==> src/rtl/param_sync_fifo.sv <==
// Parametrised single-clock FIFO with programmable almost-full/almost-empty
// thresholds, occupancy count, read-valid strobe and sticky error flags.
module param_sync_fifo #(
    parameter int unsigned DATA_W    = 128,
    parameter int unsigned DEPTH     = 16,
    parameter int unsigned AF_THRESH = DEPTH - 2,
    parameter int unsigned AE_THRESH = 2
) (
    input  logic                       clk,
    input  logic                       rstn,
    input  logic                       i_wren,
    input  logic [DATA_W-1:0]          i_wrdata,
    input  logic                       i_rden,
    input  logic                       i_clr_err,
    output logic [DATA_W-1:0]          o_rddata,
    output logic                       o_rdvalid,
    output logic                       o_full,
    output logic                       o_empty,
    output logic                       o_alm_full,
    output logic                       o_alm_empty,
    output logic [$clog2(DEPTH):0]     o_count,
    output logic                       o_overflow,
    output logic                       o_underflow
);

    localparam int unsigned PTR_W = $clog2(DEPTH);
    localparam int unsigned CNT_W = PTR_W + 1;

    logic [DATA_W-1:0] mem [DEPTH];

    logic [PTR_W-1:0]  wr_ptr_q, wr_ptr_d;
    logic [PTR_W-1:0]  rd_ptr_q, rd_ptr_d;
    logic [CNT_W-1:0]  count_q, count_d;
    logic [DATA_W-1:0] rddata_q, rddata_d;
    logic              rdvalid_q, rdvalid_d;
    logic              ovf_q, ovf_d;
    logic              unf_q, unf_d;

    logic              full_c;
    logic              empty_c;
    logic              wr_acc_c;
    logic              rd_acc_c;

    // Status flags decoded from the registered occupancy.
    always_comb begin
        full_c      = (count_q == CNT_W'(DEPTH));
        empty_c     = (count_q == '0);
        o_full      = full_c;
        o_empty     = empty_c;
        o_alm_full  = (count_q >= CNT_W'(AF_THRESH));
        o_alm_empty = (count_q <= CNT_W'(AE_THRESH));
    end

    // Accept decisions use pre-edge full/empty only; no bypass either way.
    always_comb begin
        wr_acc_c = i_wren && !full_c;
        rd_acc_c = i_rden && !empty_c;
    end

    // Next-state for pointers, count, read port and sticky errors.
    always_comb begin
        wr_ptr_d  = wr_ptr_q;
        rd_ptr_d  = rd_ptr_q;
        count_d   = count_q;
        rddata_d  = rddata_q;
        rdvalid_d = 1'b0;
        ovf_d     = i_clr_err ? 1'b0 : ovf_q;
        unf_d     = i_clr_err ? 1'b0 : unf_q;

        if (wr_acc_c) begin
            wr_ptr_d = wr_ptr_q + PTR_W'(1);
        end
        if (rd_acc_c) begin
            rd_ptr_d  = rd_ptr_q + PTR_W'(1);
            rddata_d  = mem[rd_ptr_q];
            rdvalid_d = 1'b1;
        end

        case ({wr_acc_c, rd_acc_c})
            2'b10:   count_d = count_q + CNT_W'(1);
            2'b01:   count_d = count_q - CNT_W'(1);
            default: count_d = count_q;
        endcase

        // A violation in the same cycle as a clear keeps the flag set.
        if (i_wren && full_c) begin
            ovf_d = 1'b1;
        end
        if (i_rden && empty_c) begin
            unf_d = 1'b1;
        end
    end

    // Control and output registers.
    always_ff @(posedge clk or negedge rstn) begin
        if (!rstn) begin
            wr_ptr_q  <= '0;
            rd_ptr_q  <= '0;
            count_q   <= '0;
            rddata_q  <= '0;
            rdvalid_q <= 1'b0;
            ovf_q     <= 1'b0;
            unf_q     <= 1'b0;
        end else begin
            wr_ptr_q  <= wr_ptr_d;
            rd_ptr_q  <= rd_ptr_d;
            count_q   <= count_d;
            rddata_q  <= rddata_d;
            rdvalid_q <= rdvalid_d;
            ovf_q     <= ovf_d;
            unf_q     <= unf_d;
        end
    end

    // Storage array; intentionally not reset.
    always_ff @(posedge clk) begin
        if (wr_acc_c) begin
            mem[wr_ptr_q] <= i_wrdata;
        end
    end

    assign o_rddata    = rddata_q;
    assign o_rdvalid   = rdvalid_q;
    assign o_count     = count_q;
    assign o_overflow  = ovf_q;
    assign o_underflow = unf_q;

endmodule

==> config.mk <==
export PLATFORM = sky130hd
export DESIGN_NAME = param_sync_fifo
export DESIGN_NICKNAME = d
export VERILOG_FILES = /design/src/rtl/param_sync_fifo.sv
export SDC_FILE = /design/constraint.sdc
export NUM_CORES = 2
export LEC_CHECK = 0
export BUFFER_PORTS_ARGS = -buffer_cell sky130_fd_sc_hd__buf_2
export CAP_MARGIN = 20
export CORE_UTILIZATION = 35
export CTS_CLUSTER_SIZE = 40
export DETAILED_ROUTE_END_ITERATION = 7
export GPL_ROUTABILITY_DRIVEN = 0
export SLEW_MARGIN = 40
export SYNTH_ARGS = -nofsm -noshare
export SYNTH_HDL_FRONTEND = slang
export SYNTH_SLANG_ARGS = --single-unit
==> constraint.sdc <==
create_clock -name clk -period 13.7 [get_ports clk]
set_input_delay 1.37 -clock clk [delete_from_list [all_inputs] [get_ports clk]]
set_output_delay 1.37 -clock clk [all_outputs]
set_load 0.01 [all_outputs]
[Word-level counts from Yosys, hierarchy flattened]
Memories as Yosys holds them, arrays and structs flattened. A register that Yosys moved wholly into a read port is not among the register bits.
Index checks and enable logic that the tools add are counted.
Word-level totals
  register bits after elaboration: 16
  RAM bits: 2048
  logic and storage cells: 34
  memories kept: 1
Operators by class
  add/sub/neg operators: 4
  magnitude comparators: 2
  equality and inequality tests: 3
  mux-type cells: 7
  reductions and logical operators: 11
Memories
  mem: depth 16, bits a word 128, rd ports 1, clocked after Yosys merged registers in 1, write ports 1, RTL line 29  | logic [DATA_W-1:0] mem [DEPTH];
Operators with widths (count)
  5-bit case mux with 2 select lines: 1
  4-bit by 1-bit adder with 4-bit output (second input constant): 2
  1-bit two-way mux: 6
  2-bit nonzero test: 3
  5-bit by 1-bit adder with 5-bit output (second input constant): 1
  5-bit == test (second input constant): 1
  5-bit by 4-bit greater-or-equal comparator with 1-bit output (second input constant): 1
  5-bit by 2-bit <= comparator with 1-bit output (second input constant): 1
  5-bit logical NOT: 1
  5-bit by 1-bit subtractor with 5-bit output (second input constant): 1
  1-bit logical AND: 4
  1-bit logical NOT: 3
  2-bit by 1-bit == test with 1-bit output (second input constant): 1
  2-bit == test (second input constant): 1

[Logic depth before layout (Yosys ltp)]
  depth in word-level cells: 5
  depth in mapped cells: 14
  gate-level depth less buffers: 10

[Least setup slack after synthesis]
Ideal clock, no wire load.
  path kind: input to register
  start point: input port i_wren
  end point: memory mem[3][0], enable pin
  arrival: 10.686 ns
  slack: 2.243 ns
  cell stages on the path: 3
  buffers on the path: 0
  path through: a21boi_1 nand2_1 nor3_1
On the way
  word-level cells in the longest chain between the ends: 3
RTL lines
  from (decl): RTL line 11  | input logic i_wren,
  1-bit logical AND: RTL line 56  | wr_acc_c = i_wren && !full_c;
  1-bit two-way mux: RTL line 117  | if (wr_acc_c) begin
  1-bit two-way mux (implied by the code): RTL line 118  | mem[wr_ptr_q] <= i_wrdata;
  to (decl): RTL line 29
No other way between the ends.

==> results.txt <==
The level count of the clock H-tree came out at 4. Once the clock tree was built, the resizer swapped 0 gates to a different size. The distinct cell type count of the synthesized netlist is 43. The post-synthesis instance area came out at 82060 sq um.

The first-pass GRT wire length is 286800 um. The number of slew-limit violations in the final report came out at 0. The maximum fanout along the worst path is 43. The part of the power in combinational logic came out at 25.3%. The sum of met2 wire segment lengths after detailed routing is 93300 um. The final worst slack is 9645 ps.

The maximum vdd ir drop is 0.1466 mV. The number of cells on the worst hold path came out at 2. The share of the cycle needed by the critical path after routing came out at 29.60%. The share of the Yosys chip area taken by registers is 79.33%.

The total area inside the core boundary comes to 232800 sq um. The horizontal die dimension came out at 486.2 um. The global-route usage over all layers came out at 16.68%. STA classifies the critical path startpoint as a flip-flop. The wire length after detailed routing came out at 197200 um. The row count came out at 177. The per-instance average area after synthesis came out at 23.34 sq um. The final core utilization came out at 40.85%.

The initial antenna violation count is 82. The number of global-route vias before repair came out at 39970. The floorplan die area came out at 236400 sq um.

The initial core utilization came out at 35.26%. Sorting the synthesized cells by area gives the leading types as sky130_fd_sc_hd__edfxtp_1, sky130_fd_sc_hd__mux4_2, sky130_fd_sc_hd__dfrtp_1, sky130_fd_sc_hd__o22ai_1, sky130_fd_sc_hd__mux2_2. The synthesized netlist cell count came out at 3516. After clock tree synthesis, the clock-pin slew on the worst setup and hold paths is 60 ps.

The clock network burns 30.3% of the power. Before antenna repair, the detailed router went through 7 iterations. Clock latency on the worst-skew pair, taken at its later pin, is 850 ps.

The amount of wire on met3 after detailed routing came out at 15810 um. The routed via count came out at 38440. The synthesis warning total came out at 0. After the first detailed-routing iteration, the DRC count stood at 3336. The synthesized design contains 2048 enable-type register cells. The time the final worst path needs with I/O delays and setup came out at 4055 ps. Setup total negative slack on the finished layout was measured at 0 ps. The remaining routing DRC violations came out at 0. In the final layout, the share of cells above drive strength 1 is 32.17%. The detailed-routing wirelength on met1 is 83910 um. The internal portion of the total power is 13.77 mW. The total leakage power came out at 30.07 nW. TritonCTS built the clock tree. Sequential cells burn 44.4% of the power.

The cell seen most often among critical-path stages is sky130_fd_sc_hd__buf_6. The placed instances occupy a cell area of 87840 sq um. Setup violations remaining at the end of the flow were counted as 0. The classification of the worst-slack hold path is flip-flop to flip-flop. After detailed routing, no signal wire sits above met5. The layout overhead on the synthesized area is 15.87%. Setup repair after global routing left no endpoint under its margin.

The count of pins on the block boundary is 273. In the routed layout, each cell is associated on average with a via count of 5.319. The post-placement worst setup slack is 9170 ps.

The total net switching power is 5.593 mW. The critical path goes through buf_12 -> buf_4 -> buf_6 -> buf_6 -> mux4_2 -> mux2_2 -> o22ai_1 -> a21oi_1. STA puts the critical path data arrival time at 4750 ps. The root buffer cell chosen for the clock tree is sky130_fd_sc_hd__clkbuf_16. The pin count of the biggest net entering global routing is 88. The count of final hold-check violations came out at 0.

The share of async-settable or async-resettable flops after synthesis came out at 6.569%. The delay of the slowest critical-path stage came out at 740 ps. The estimated wirelength of the detail-placed design is 106000 um. Measured in cells, the most critical reg-to-reg path has a length of 8. The overflow left after global routing is 0. sky130_fd_sc_hd__edfxtp_1 takes more of the synthesized area than any other cell. The area of all placed cells without fillers is 95090 sq um. The cell at the slowest stage of the critical path is sky130_fd_sc_hd__dfrtp_4. The setup skew after layout came out at 85.41 ps. In this run, post-CTS hold repair placed 0 buffers. The per-cell routed wire length is 27.29 um. The die span in y came out at 486.2 um. The number of nets in the finished design is 4033. The critical path is of the flip-flop to flip-flop type. In this run the remaining antenna-violating nets after routing total 0.

The fraction of post-synthesis cell area in the top cell type by area is 74.94%. The run finished with clean final reports. The tree built by TritonCTS fans out to 2192 sinks. The number of clock buffers inserted by TritonCTS came out at 210. The synthesized netlist net count came out at 3658.

The relative max-transition margin is 40.83%. The count of buffers inserted at the top-level ports is 272. The actual transition at the worst max-transition pin is 887.6 ps. The cell depth of the worst setup path came out at 8.

The synthesis-stage register bit count came out at 2192. The cell family contributing the most delay on the critical path is buffers and inverters. The number of setup buffers added after CTS is 0. In this run the deepest clock path goes through 3 buffers.

Together, buffers and inverters on the worst path number 4. The worst endpoint required time is 14400 ps. The max-capacitance violation count is 0. Net switching is 28.88% of the power. Based on the critical path, the design can be clocked at up to 0.2466 GHz. The top flip-flop cell by instance count after synthesis is sky130_fd_sc_hd__edfxtp_1.

The power per standard cell area came out at 203.7 nW/um^2. The sort of element at the end of the critical path is a flip-flop.
Yosys cell counts, types with 17 or more instances:
cell                       count
sky130_fd_sc_hd__a21oi_1      93
sky130_fd_sc_hd__buf_1        17
sky130_fd_sc_hd__buf_2       103
sky130_fd_sc_hd__buf_4        18
sky130_fd_sc_hd__clkbuf_1     62
sky130_fd_sc_hd__dfrtp_1     144
sky130_fd_sc_hd__edfxtp_1   2048
sky130_fd_sc_hd__mux2_2       92
sky130_fd_sc_hd__mux2i_1      74
sky130_fd_sc_hd__mux4_2      512
sky130_fd_sc_hd__nand2_1      50
sky130_fd_sc_hd__o221ai_1     37
sky130_fd_sc_hd__o22ai_1     183
placed cells by master, fill, tap and decap left out, types with 4 or more instances in the layout:
cell type | netlist | final
sky130_fd_sc_hd__nor2_1 | 16 | 4
sky130_fd_sc_hd__buf_12 | 0 | 19
sky130_fd_sc_hd__clkinv_2 | 0 | 35
sky130_fd_sc_hd__nor2b_1 | 4 | 4
sky130_fd_sc_hd__clkinv_16 | 0 | 9
sky130_fd_sc_hd__diode_2 | 0 | 19
sky130_fd_sc_hd__dfrtp_4 | 0 | 4
sky130_fd_sc_hd__dfrtp_1 | 144 | 140
sky130_fd_sc_hd__buf_4 | 18 | 32
sky130_fd_sc_hd__mux2_2 | 92 | 92
sky130_fd_sc_hd__buf_16 | 0 | 16
sky130_fd_sc_hd__clkbuf_1 | 62 | 47
sky130_fd_sc_hd__clkinv_8 | 0 | 4
sky130_fd_sc_hd__mux2i_1 | 74 | 74
sky130_fd_sc_hd__buf_8 | 0 | 4
sky130_fd_sc_hd__o221ai_1 | 37 | 37
sky130_fd_sc_hd__clkinv_4 | 0 | 4
sky130_fd_sc_hd__nor3_2 | 0 | 4
sky130_fd_sc_hd__xnor2_1 | 6 | 6
sky130_fd_sc_hd__nand2_1 | 50 | 50
sky130_fd_sc_hd__nor2_4 | 0 | 12
sky130_fd_sc_hd__a21oi_1 | 93 | 93
sky130_fd_sc_hd__ha_1 | 9 | 9
sky130_fd_sc_hd__clkinvlp_4 | 0 | 8
sky130_fd_sc_hd__buf_2 | 103 | 271
sky130_fd_sc_hd__mux4_2 | 512 | 512
sky130_fd_sc_hd__edfxtp_1 | 2048 | 2048
sky130_fd_sc_hd__clkbuf_8 | 0 | 18
sky130_fd_sc_hd__bufinv_16 | 0 | 22
sky130_fd_sc_hd__clkinv_1 | 0 | 36
sky130_fd_sc_hd__inv_1 | 5 | 5
sky130_fd_sc_hd__clkbuf_16 | 0 | 211
sky130_fd_sc_hd__nand2b_1 | 7 | 5
sky130_fd_sc_hd__o22ai_1 | 183 | 183
sky130_fd_sc_hd__buf_6 | 1 | 22
power groups by stage:
| stage | sequential (mW) | clock, mW | combinational [mW] |
|---|---|---|---|
| 2_1_floorplan | 8.70 | 0 | 3.37 |
| 3_3_place_gp | 8.78 | 0 | 4.85 |
| 3_5_place_dp | 8.77 | 0 | 4.97 |
| 4_1_cts | 8.64 | 6.00 | 4.98 |
| 5_1_grt | 8.67 | 6.24 | 5.27 |
| 6_report | 8.59 | 5.88 | 4.90 |
path summary, 6_finish.rpt:
| check | start | end | slack [ps] |
|---|---|---|---|
| max | rd_ptr_q[2] | o_rddata[97] | 9650 |
| min | o_rddata[7] | o_rddata[7] | 490 |
| max reg2reg | rd_ptr_q[2] | o_rddata[97] | 9650 |
| min reg2reg | o_rddata[7] | o_rddata[7] | 490 |
| max in group asynchronous | rstn | o_rddata[116] | 11400 |
| min in group asynchronous | rstn | o_rdvalid | 500 |
worst reg2reg max path: stages (launching register included):
cell	delay, ps
sky130_fd_sc_hd__dfrtp_4	740
sky130_fd_sc_hd__buf_12	280
sky130_fd_sc_hd__buf_4	560
sky130_fd_sc_hd__buf_6	590
sky130_fd_sc_hd__buf_6	630
sky130_fd_sc_hd__mux4_2	630
sky130_fd_sc_hd__mux2_2	270
sky130_fd_sc_hd__o22ai_1	150
sky130_fd_sc_hd__a21oi_1	70
kinds of logic (layout without fill, tap and decap cells):
kind of cell               count (synthesis)  after routing  share of synthesized area, %
adders and majority gates                  9              9                        0.1372
buffers and inverters                    208            767                         1.201
other                                      0             19                             0
xor gates and xnor gates                   9              9                       0.09606
AOI/OAI and AO/OA                        331            331                         2.534
and+or+nand+nor                           89             89                        0.4803
muxes                                    678            678                         16.22
DFF                                     2192           2192                         79.33
sequential cells by signal, summed over array words and instances, names as in the netlist:
name and count:
mem 2048, o_rddata 128, o_count 5, rd_ptr_q 4, wr_ptr_q 4, o_overflow 1, o_rdvalid 1, o_underflow 1
through the flow:
step                      instances  power [mW]  hold WS [ps]
after floorplan                3516       12.08         521.4
after global placement         6785       13.63         467.5
after detailed placement       6808       13.74         473.2
after CTS                      7204       19.62         468.5
after global routing           7210       20.18         498.9
final                          7226       19.37         486.9
cell type report:
type	instances	area, sq um
clock buffers	275	5690
inverters	6	30.03
well taps	3132	3919
multi-input cells	1116	16120
fillers	20070	137700
diodes	19	47.55
clock inverters	121	1428
flip-flops and latches	2192	65120
repair buffers	365	2739
metal layers:
| metal | vias to the layer above | track usage [%] |
|---|---|---|
| li1 | 15830 | - |
| met1 | 21010 | 23.05 |
| met2 | 1199 | 26.31 |
| met3 | 341 | 4.590 |
| met4 | 60 | 3.651 |
| met5 | - | 0 |
(Power assumes the default switching activity.)
